**src/rtl/uart_tx_arb_pkg.sv**
```systemverilog
// Shared types and constants for the UART transmit arbiter and its helpers.
// Requester 0 carries sample dumps, requester 1 carries status messages.
package uart_tx_arb_pkg;

    typedef enum logic [2:0] {
        IDLE          = 3'd0,
        BYTE_WAIT     = 3'd1,
        TX_WAIT_EMPTY = 3'd2,
        LOAD          = 3'd3
    } state_e;

    localparam int REQ_SAMPLE = 0;
    localparam int REQ_STATUS = 1;

    localparam logic [1:0] GRANT_NONE = 2'b00;

endpackage

```
**src/rtl/rr2_pick.sv**
```systemverilog
// Two-way one-hot arbiter pick: round-robin on a tie, or fixed priority to
// requester 0 when fixed_prio is set. Purely combinational.
module rr2_pick
    import uart_tx_arb_pkg::*;
(
    input  logic [1:0] req_valid,
    input  logic       last_grant,
    input  logic       fixed_prio,
    output logic [1:0] pick
);

    always_comb begin
        pick = GRANT_NONE;
        if (req_valid == 2'b11) begin
            // last_grant names the requester served most recently
            if (fixed_prio || last_grant) begin
                pick[REQ_SAMPLE] = 1'b1;
            end else begin
                pick[REQ_STATUS] = 1'b1;
            end
        end else begin
            pick = req_valid;
        end
    end

endmodule

```
**src/rtl/uart_tx_arbiter.sv**
```systemverilog
// Shares one UART transmitter between two valid/ready byte streams, granting
// a whole frame (up to the byte flagged last) before re-arbitrating.
module uart_tx_arbiter
    import uart_tx_arb_pkg::*;
#(
    parameter int FIXED_PRIO = 0,
    parameter int TIMEOUT    = 1000000,
    parameter int TIMEOUT_W  = 20
) (
    input  logic       clk,
    input  logic       rst,
    input  logic [1:0] req_valid,
    input  logic [7:0] req_data0,
    input  logic [7:0] req_data1,
    input  logic [1:0] req_last,
    output logic [1:0] req_ready,
    output logic [1:0] grant,
    input  logic       uart_txempty,
    output logic       uart_ld_tx_data,
    output logic [7:0] uart_tx_data,
    output logic       timeout_err,
    output logic       busy,
    output logic [2:0] state_debug
);

    localparam bit                   TMO_EN   = (TIMEOUT > 0);
    localparam logic [TIMEOUT_W-1:0] TMO_LAST = TIMEOUT_W'((TIMEOUT > 0) ? TIMEOUT - 1 : 0);

    state_e               state_q, state_d;
    logic [1:0]           grant_q, grant_d;
    logic                 last_grant_q, last_grant_d;
    logic [TIMEOUT_W-1:0] timer_q, timer_d;
    logic [7:0]           byte_q, byte_d;
    logic                 last_q, last_d;
    logic                 timeout_err_q, timeout_err_d;

    logic [1:0] pick;
    logic       gidx;
    logic       hs;

    rr2_pick u_pick (
        .req_valid  (req_valid),
        .last_grant (last_grant_q),
        .fixed_prio (FIXED_PRIO != 0),
        .pick       (pick)
    );

    assign gidx = grant_q[REQ_STATUS];
    assign hs   = (state_q == BYTE_WAIT) && req_valid[gidx];

    always_comb begin
        state_d       = state_q;
        grant_d       = grant_q;
        last_grant_d  = last_grant_q;
        timer_d       = '0;
        byte_d        = byte_q;
        last_d        = last_q;
        timeout_err_d = 1'b0;
        case (state_q)
            IDLE: begin
                if (|req_valid) begin
                    grant_d = pick;
                    state_d = BYTE_WAIT;
                end
            end
            BYTE_WAIT: begin
                // a handshake on the timeout cycle still wins
                if (hs) begin
                    byte_d  = gidx ? req_data1 : req_data0;
                    last_d  = req_last[gidx];
                    state_d = TX_WAIT_EMPTY;
                end else if (TMO_EN && timer_q == TMO_LAST) begin
                    timeout_err_d = 1'b1;
                    grant_d       = GRANT_NONE;
                    last_grant_d  = gidx;
                    state_d       = IDLE;
                end else begin
                    timer_d = timer_q + 1'b1;
                end
            end
            TX_WAIT_EMPTY: begin
                if (uart_txempty) state_d = LOAD;
            end
            LOAD: begin
                // UART dropping empty means it has taken the byte
                if (!uart_txempty) begin
                    if (last_q) begin
                        grant_d      = GRANT_NONE;
                        last_grant_d = gidx;
                        state_d      = IDLE;
                    end else begin
                        state_d = BYTE_WAIT;
                    end
                end
            end
            default: begin
                grant_d = GRANT_NONE;
                state_d = IDLE;
            end
        endcase
    end

    always_ff @(posedge clk) begin
        if (rst) begin
            state_q       <= IDLE;
            grant_q       <= GRANT_NONE;
            last_grant_q  <= 1'b1;
            timer_q       <= '0;
            byte_q        <= '0;
            last_q        <= 1'b0;
            timeout_err_q <= 1'b0;
        end else begin
            state_q       <= state_d;
            grant_q       <= grant_d;
            last_grant_q  <= last_grant_d;
            timer_q       <= timer_d;
            byte_q        <= byte_d;
            last_q        <= last_d;
            timeout_err_q <= timeout_err_d;
        end
    end

    assign req_ready       = (state_q == BYTE_WAIT) ? grant_q : GRANT_NONE;
    assign grant           = grant_q;
    assign uart_ld_tx_data = (state_q == LOAD);
    assign uart_tx_data    = byte_q;
    assign timeout_err     = timeout_err_q;
    assign busy            = (state_q != IDLE);
    assign state_debug     = state_q;

endmodule
```
**config.mk**
```make
export PLATFORM = sky130hd
export DESIGN_NAME = uart_tx_arbiter
export DESIGN_NICKNAME = d
export VERILOG_FILES = /design/src/rtl/uart_tx_arb_pkg.sv /design/src/rtl/rr2_pick.sv /design/src/rtl/uart_tx_arbiter.sv
export SDC_FILE = /design/constraint.sdc
export NUM_CORES = 1
export LEC_CHECK = 0
export ABC_AREA = 1
export CORE_MARGIN = 3
export CORE_UTILIZATION = 33
export CTS_CLUSTER_SIZE = 16
export DETAILED_ROUTE_END_ITERATION = 8
export GPL_TIMING_DRIVEN = 1
export PLACE_DENSITY_LB_ADDON = 0.08
export SLEW_MARGIN = 5
export SYNTH_ARGS = -nofsm -noshare
export SYNTH_HDL_FRONTEND = slang
export SYNTH_SLANG_ARGS = --single-unit
```
**constraint.sdc**
```tcl
create_clock -name clk -period 1.72 [get_ports clk]
set_clock_uncertainty 0.15 [all_clocks]
set_input_delay 0.172 -clock clk [delete_from_list [all_inputs] [get_ports clk]]
set_output_delay 0.172 -clock clk [all_outputs]
set_load 0.03 [all_outputs]
```
# Yosys cells after proc, flatten, opt, wreduce, memory -nomap -nowiden
# Cells that the tools add are included.
# W data, S select, Z words.
dict set report word_totals {
  reg_bits 36
  latch_bits 0
  mem_bits_rw 0
  romBits 0
  inputBits 23
  output_inout_bits 18
  word_cells 62
  memories 0
}
dict set report classes {
  addsub 1
  n_mul 0
  div_mod_pow 0
  magnitude_cmp 1
  n_eq_ne 12
  shifts 0
  mux 28
  bitwise_logic 2
  reduce_logical 11
}
# cell n
set ops {}
lappend ops {{$add A20 B1 Y20 const B} 1}
lappend ops {{$eq A20 B20 Y1 const B} 1}
lappend ops {{$mux W3} 5}
lappend ops {{$mux W2} 7}
lappend ops {{$mux W1} 12}
lappend ops {{$pmux W3 S4} 1}
lappend ops {{$mux W8} 1}
lappend ops {{$ne A2 B2 Y1 const B} 4}
lappend ops {{$pmux W2 S4} 1}
lappend ops {{$eq A3 B2 Y1 const B} 2}
lappend ops {{$reduce_and A6 Y1} 1}
lappend ops {{$reduce_and A5 Y1} 1}
lappend ops {{$ne A2 B1 Y1 const B} 2}
lappend ops {{$reduce_and A4 Y1} 1}
lappend ops {{$reduce_or A4 Y1} 1}
lappend ops {{$eq A3 B1 Y1 const B} 1}
lappend ops {{$logic_not A3 Y1} 1}
lappend ops {{$ne A3 B2 Y1 const B} 1}
lappend ops {{$reduce_bool A3 Y1} 1}
lappend ops {{$reduce_or A3 Y1} 1}
lappend ops {{$eq A2 B2 Y1 const B} 1}
lappend ops {{$lt A1 B2 Y1 const B} 1}
lappend ops {{$not A1 Y1} 2}
lappend ops {{$pmux W1 S2} 1}
lappend ops {{4 further kinds} 4}

# Depth between registers and ports, before layout
dict set report logic_depth {
  depth_word 5
  mapped_depth 9
  depth_no_buf 9
}

# Modules after synthesis
# Synthesis repeated with hierarchy kept, for this count alone.
dict set report unflattened {
  hier_cells 280
  area_unflattened_um2 1940.6
}
# mod instances cells_per_inst area_each_um2 seq_area_each_um2
set by_module_without_submodules {}
lappend by_module_without_submodules {uart_tx_arbiter 1 269 1895.6 700.7}
lappend by_module_without_submodules {rr2_pick 1 11 45.0 0.0}

# Least setup slack after synthesis
# OpenSTA, ideal clock, no wires.
dict set report synth_path {
  kind {register to register}
  from {reg state_q[1] (netlist: state_debug[1])}
  to {reg grant_q[0] (netlist: grant[0])}
  setup_ns 0.116
  arrival_time_ns 1.363
  t_required_ns 1.454
  setup_slack_ns 0.091
  stages_incl_launch_ff 8
  cell_sequence {dfxtp_1 > nand2_1 > inv_1 > nand2_1 > o211ai_1 > nor2_1 > a21oi_1 > nor2_1}
}
dict set report synth_between {
  word_cells_on_any_way 13
  classes_between {eq/ne (8); mux (1); bitwise (1); reduce/logical (3)}
}
# item line_no
set synth_lines {}
lappend synth_lines {{start, declared} uart_tx_arbiter.sv:29} ;# state_e state_q, state_d;
lappend synth_lines {{start signal, assigned} uart_tx_arbiter.sv:113} ;# state_q <= state_d;
lappend synth_lines {{$eq A3 B2 Y1 *} n/a}
lappend synth_lines {{via uart_ld_tx_data} uart_tx_arbiter.sv:19} ;# output logic uart_ld_tx_data,
lappend synth_lines {{$ne A2 B1 Y1 (no source line) or $ne A2 B2 Y1 (tied branches)} n/a}
lappend synth_lines {{$reduce_and A6 Y1 (no source line)} n/a}
lappend synth_lines {{end signal, assigned} uart_tx_arbiter.sv:114} ;# grant_q <= grant_d;
lappend synth_lines {{end, declared} uart_tx_arbiter.sv:30} ;# logic [1:0] grant_q, grant_d;
# Mark *: on every way through the listed nets, which the timed path passes. The rest lies on a longest branch.
# A chain may end at the register's enable or synchronous reset.

# Worst setup path after layout
dict set report layout_path {
  from {reg grant_q[0] (netlist: grant[0])}
  to {out grant[0]}
}
# item line_no
set layout_lines {}
lappend layout_lines {{end, declared} uart_tx_arbiter.sv:17} ;# output logic [1:0] grant,
# No word-level cell between the ends.

==> results.tsv <==
metric	value	unit
start_util	35.23	%
critPathMaxFanout	3	
cp_slowest_cell	clkdlybuf4s50_1	
ios	41	
drive_gt1_share	11.53	%
async_flop_share	0	%
finalCritPeriodShare	95.42	%
avgSynthCellArea	6.793	sq um
dp_slack	-28.47	ps
yosysTopAreaCellShare	37.51	%
cts_buffers	5	
max_freq	0.6093	GHz
antennaDiodeCount	0	
routedWlPerCell	11.49	microns
postSynthCellCount	275	
drv_slew	0	
yosys-top-cells-count	nand2_1 (69), nor2_1 (45), dfxtp_1 (35), inv_1 (24), nand3_1 (16)	
drt-total-wl	4492	microns
row_count	26	
netlist_area	0.001868	sq mm
routed_via_density	4.706	
hold_viol_final	0	
period_needed	1641	ps
fin_ws	78.83	ps
end_kind	output port	
startpoint_type	flop	
clockBufferDepth	2	
core	0.005303	sq mm
post-dp-hpwl	3388	microns
cp_top_family	buffers and inverters	
clock_sinks	35	
synth_area_leader_cell	dfxtp_1	
grt_pass1_vias	1590	
synth_edf_count	0	
critPathBufInv	1	
yosysMostFrequentCell	nand2_1	
die_x	81.24	microns
cp_num_cells	1	
die_h	81.24	microns
cap_violations	0	
grt_use_total	14.65	%
final_nets	344	
drtPass1Iterations	4	
fin_area	0.002480	sq mm
finalSetupViolations	0	
yosys.cell_types.count	34	
place.gp.congestion	0.8134	
clkSlewWorstSetupHoldPaths	70	ps
ys_ff_latch	35	
antenna_found_initial	0	
synthFlopType	dfxtp_1	
ys_seq_area_share	37.51	%
worstHoldPathType	in2reg	
htreeDepth	2	
slowest_delay	680	ps
crit_type	reg2out	
cp.required	1400	ps
final_util	46.77	%
place_area	0.002366	sq mm
grt_pass1_wl	7493	microns
drt_iter0_drc	108	
cp.arrival	1320	ps
clockRootBuffer	clkbuf_8	
synth.net_count	299	
yosys_warnings	0	
clkLatencyLatePin	280	ps
vias	1840	
path_cells	clkdlybuf4s50_1	
grt-ovfl-total	0	
drc	0	
area_delta_synth_final	32.75	%
synthTopCellsByArea	dfxtp_1 (38%), nand2_1 (14%), nor2_1 (9.0%)	
drtAntennaViolNets	0	
status	finished, final reports clean	
ir_drop	0.5208	mV
tritoncts	done	
leakage	0.9708	nW
r2r_cells	7	
grt_max_degree	21	
holdPathStages	3	
p_per_area	1162	mW/mm^2
fp.dieArea	0.006599	sq mm
holdWs	303.0	ps
portBuffers	39	
## final timing paths
kind,from,endpoint,slack [ps]
max,grant[0]$_SDFFE_PP0P_,grant[0],80
min,req_data0[4],uart_tx_data[4]$_SDFFE_PP0P_,300
max reg2reg,timer_q[1]$_SDFF_PP0_,timer_q[7]$_SDFF_PP0_,130
min reg2reg,timer_q[19]$_SDFF_PP0_,timer_q[19]$_SDFF_PP0_,330
## placed cells by master, fill, tap and decap left out, types with 3 or more instances in the layout
master           instances
nand3_1                 14
a21oi_1                 10
clkbuf_8                 7
dlygate4sd2_1            5
clkdlybuf4s50_1         32
nand2_1                 67
a31oi_1                  9
nor3_1                   5
nand3_2                  3
inv_1                   24
dfxtp_1                 33
xor2_1                   8
buf_4                    8
o21ai_0                 12
nand4_1                  9
inv_2                    3
nor2_2                   3
nand2_2                  3
nor2_1                  44
## per-stage QoR
stage / cells / total power, mW / TNS [ps]
6_report: 391 / 2.882 / 0
2_1_floorplan: 275 / 1.817 / 0
4_1_cts: 391 / 2.912 / 0
3_3_place_gp: 383 / 2.289 / 0
3_5_place_dp: 383 / 2.277 / -28.47
5_1_grt: 391 / 3.100 / -235.5
## cells by family (layout without fill, tap and decap cells)
group	count (synthesis)	after routing	synth area share, %
AO/OA/AOI/OAI	36	36	10.98
XOR/XNOR	9	9	4.220
adder cells (fa/ha/maj)	1	1	0.6697
buffers and inverters	36	82	8.640
flip-flops	35	35	37.51
other	1	1	0.2007
AND/OR/NAND/NOR	157	157	37.78
## flip-flops by register name, summed over array words and instances, names as in the netlist
register and flops:
timeout_err 1, uart_tx_data 8, state_debug 2, last_q 1, grant 2, last_grant_q 1
timer_q 20
## area by class of cell
class,count,area [sq um]
clock buffers,8,100.1
fillers,569,2823
inverters,27,101.3
multi-input cells,204,1023
flip-flops and latches,35,703.2
well taps,70,87.58
repair buffers,47,464.2
## per-layer routing
layer | part of all wire [%] | global-route usage, %
met1 | 51 | 20.89
met2 | 43 | 20.85
met3 | 4.8 | 4.213
met4 | 1.1 | 5.068
met5 | 0 | 0
## where the power goes
| part | leakage [nW] | switching, mW | internal [mW] | total, mW |
|---|---|---|---|---|
| combinational | 0.635 | 0.733 | 0.476 | 1.21 |
| sequential | 0.285 | 0.0924 | 0.928 | 1.02 |
| clock | 0.0515 | 0.287 | 0.366 | 0.653 |
## timing repair
item,in CTS,in global routing
gates resized for setup,5,7
setup endpoints to repair,5,28
hold buffers,0,0
pin swaps,0,0
buffers inserted,0,0
(Power assumes the default switching activity.)
==> RTL edit: new RTL, config.mk and constraints unchanged <==
The parameter `TIMEOUT_W` goes from 20 to 24.
--- a/src/rtl/uart_tx_arbiter.sv
+++ b/src/rtl/uart_tx_arbiter.sv
@@ -7,3 +7,3 @@
     parameter int TIMEOUT    = 1000000,
-    parameter int TIMEOUT_W  = 20
+    parameter int TIMEOUT_W  = 24
 ) (
Function: same outputs for any inputs over 10 cycles, from zero or initial values and one cycle with rst high; that may be too few to reach the edited logic, so the function may still have changed.
==> RTL edit against the original RTL <==
- design area increased by 15%
- power up 10%
- count of clock-buffer cells in the layout down 3
- critical path depth unchanged
- sequential power rose by 9.8%
- non-clock buffer count rose by 7
- setup slack improved by 0.0019 ns
- routed wire length increased by 19%
- area after synthesis increased by 17%
- sequential cell count grew 4
- register-to-register slack gained 0.04 ns
- cell count grew 13%
- critical path type unchanged
- critical endpoint is now uart_tx_data[4]
- largest cell class unchanged
==> RTL edit: results (changes against the original RTL) <==
Detailed routing
  • Number of vias per cell after detailed routing: 4.66 (-0.93%)
  • Iteration-0 DRC count of the detailed router: 72 (-33%)
  • Routed WL: 5370 um (+19%)
  • Initial DRT Pass Iterations: 4 (unchanged)
  • Routed vias: 2056 (+12%)

Place
  • DP Wirelength: 4100 um (+21%)
  • Minimum setup slack after placement: -0.0216 ns (+0.00690 ns)
  • Routability congestion estimate: 0.797 (-2.0%)
  • Placed Cells incl. Taps: 434 (+13%)

Logic synthesis
  • Post-synthesis instance total: 315 (+15%)
  • Synth Area in Compound Gates: 9.29% (-1.7 points)
  • Synthesis warning total: 0 (unchanged)
  • Proportion of synthesized flip-flops having asynchronous set or reset: 0% (unchanged)
  • Mux contribution to synthesized area: 0% (unchanged)
  • Post-synth cell types: 31 (-8.8%)
  • Area share of fa/ha/maj cells after synthesis: 0.574% (-0.096 points)
  • Proportion of synthesized chip area in sequential cells: 35.8% (-1.7 points)
  • Nets in the synthesized netlist: 339 (+13%)
  • Leading cell types by count after synthesis: 81 x sky130_fd_sc_hd__nand2_1, 56 x sky130_fd_sc_hd__nor2_1, 39 x sky130_fd_sc_hd__dfxtp_1, 21 x sky130_fd_sc_hd__inv_1, 16 x sky130_fd_sc_hd__nand3_1
  • Area share of xor/xnor cells in the synthesized design: 5.62% (+1.4 points)
  • Area contributors post-synth: sky130_fd_sc_hd__dfxtp_1 36%, sky130_fd_sc_hd__nand2_1 14%, sky130_fd_sc_hd__nor2_1 9.6%

Power
  • Static leakage power: 1.10 nW (+13%)
  • Peak ir drop on the vdd network: 0.668 mV (+28%)

Setup path
  • Arr. time, crit path: 1.32 ns (about the same)
  • Largest fanout on the critical path: 2 (-1)
  • CP max-delay cell: sky130_fd_sc_hd__clkdlybuf4s50_1
  • Max incr delay on CP: 0.68 ns (about the same)

Cells and area
  • Share of final-layout standard cells stronger than drive strength 1: 16.1% (+4.6 points)
  • Number of flip-flops under the largest register name: 24 (+20%)
  • Register name with the most flops: timer_q
  • Final Net Count: 390 (+13%)

Outcome
  • Outcome: finished clean

Hold path
  • Worst Hold Class: input port to flop

Global route
  • First-pass GRT wire length: 9110 um (+22%)
  • Pin count of the biggest net entering global routing: 25 (+19%)
  • GR Util All Layers: 15.1% (+0.50 points)
  • Vias in the first global route: 1982 (+25%)

CTS
  • Setup repair bufs after CTS: 0 (unchanged)
  • Clock input transition at the sequential cells of the worst setup and hold paths: 0.08 ns
  • Number of buffers created by CTS: 5 (unchanged)
## RTL edit: layer usage
metal / wire length, um / track usage (%)
met5: 0 / 0
met4: 47 / 4.18
met3: 299 / 4.35
met2: 2240 / 22.5
met1: 2780 / 21.3
## RTL edit: area by class of cell
class | count | area, um^2
timing repair buffer | 54 | 524
clock buffer | 5 | 68.8
tap | 75 | 93.8
multi-input combinational | 237 | 1240
fill | 665 | 3310
clock inverter | 2 | 37.5
sequential | 39 | 783
inverter | 29 | 109
## RTL edit: what timing repair did
item,CTS,global route
gates resized for setup,4,7
setup endpoints to repair,4,13
hold buffers,0,0
## RTL edit: through the flow
step | hold WS, ns | area [um^2] | total power [W] | util (%)
floorplan | 0.0998 | 2180 | 0.00194 | -
global placement | 0.331 | 2740 | 0.00245 | 44.4
detailed placement | 0.336 | 2740 | 0.00245 | 44.4
CTS | 0.289 | 2840 | 0.00320 | 46.0
global route | 0.302 | 2850 | 0.00340 | 46.3
finish | 0.294 | 2850 | 0.00317 | 46.3
## RTL edit: final timing paths
check / to / cells after the start / slack, ns / from
max: uart_tx_data[4] / 1 / 0.08 / uart_tx_data[4]$_SDFFE_PP0P_
min: uart_tx_data[6]$_SDFFE_PP0P_ / 3 / 0.29 / req_data0[6]
max reg2reg: grant[1]$_SDFFE_PP0P_ / 8 / 0.17 / timer_q[1]$_SDFF_PP0_
min reg2reg: last_grant_q$_SDFFE_PP1P_ / 2 / 0.35 / last_grant_q$_SDFFE_PP1P_
## RTL edit: power breakdown
group | switching, W | internal, W
logic | 0.000765 | 0.000519
registers | 0.0000982 | 0.00102
clock network | 0.000345 | 0.000424
total | 0.00121 | 0.00196
## RTL edit: kinds of logic after synthesis
logic type | count (synthesis)
AO/OA/AOI/OAI | 35
other | 1
buffers and inverters | 39
flip-flops | 39
AND/OR/NAND/NOR | 186
adder cells (fa/ha/maj) | 1
XOR/XNOR | 14
## RTL edit: worst register-to-register path: stages (launching register included)
cell and delay (ns):
sky130_fd_sc_hd__dfxtp_1 0.34, sky130_fd_sc_hd__ha_2 0.22, sky130_fd_sc_hd__nand3_4 0.15, sky130_fd_sc_hd__nor2_4 0.16, sky130_fd_sc_hd__nand3_4 0.11, sky130_fd_sc_hd__nand2_1 0.13
sky130_fd_sc_hd__nand3_1 0.08, sky130_fd_sc_hd__nand2_1 0.07, sky130_fd_sc_hd__nor2_1 0.04
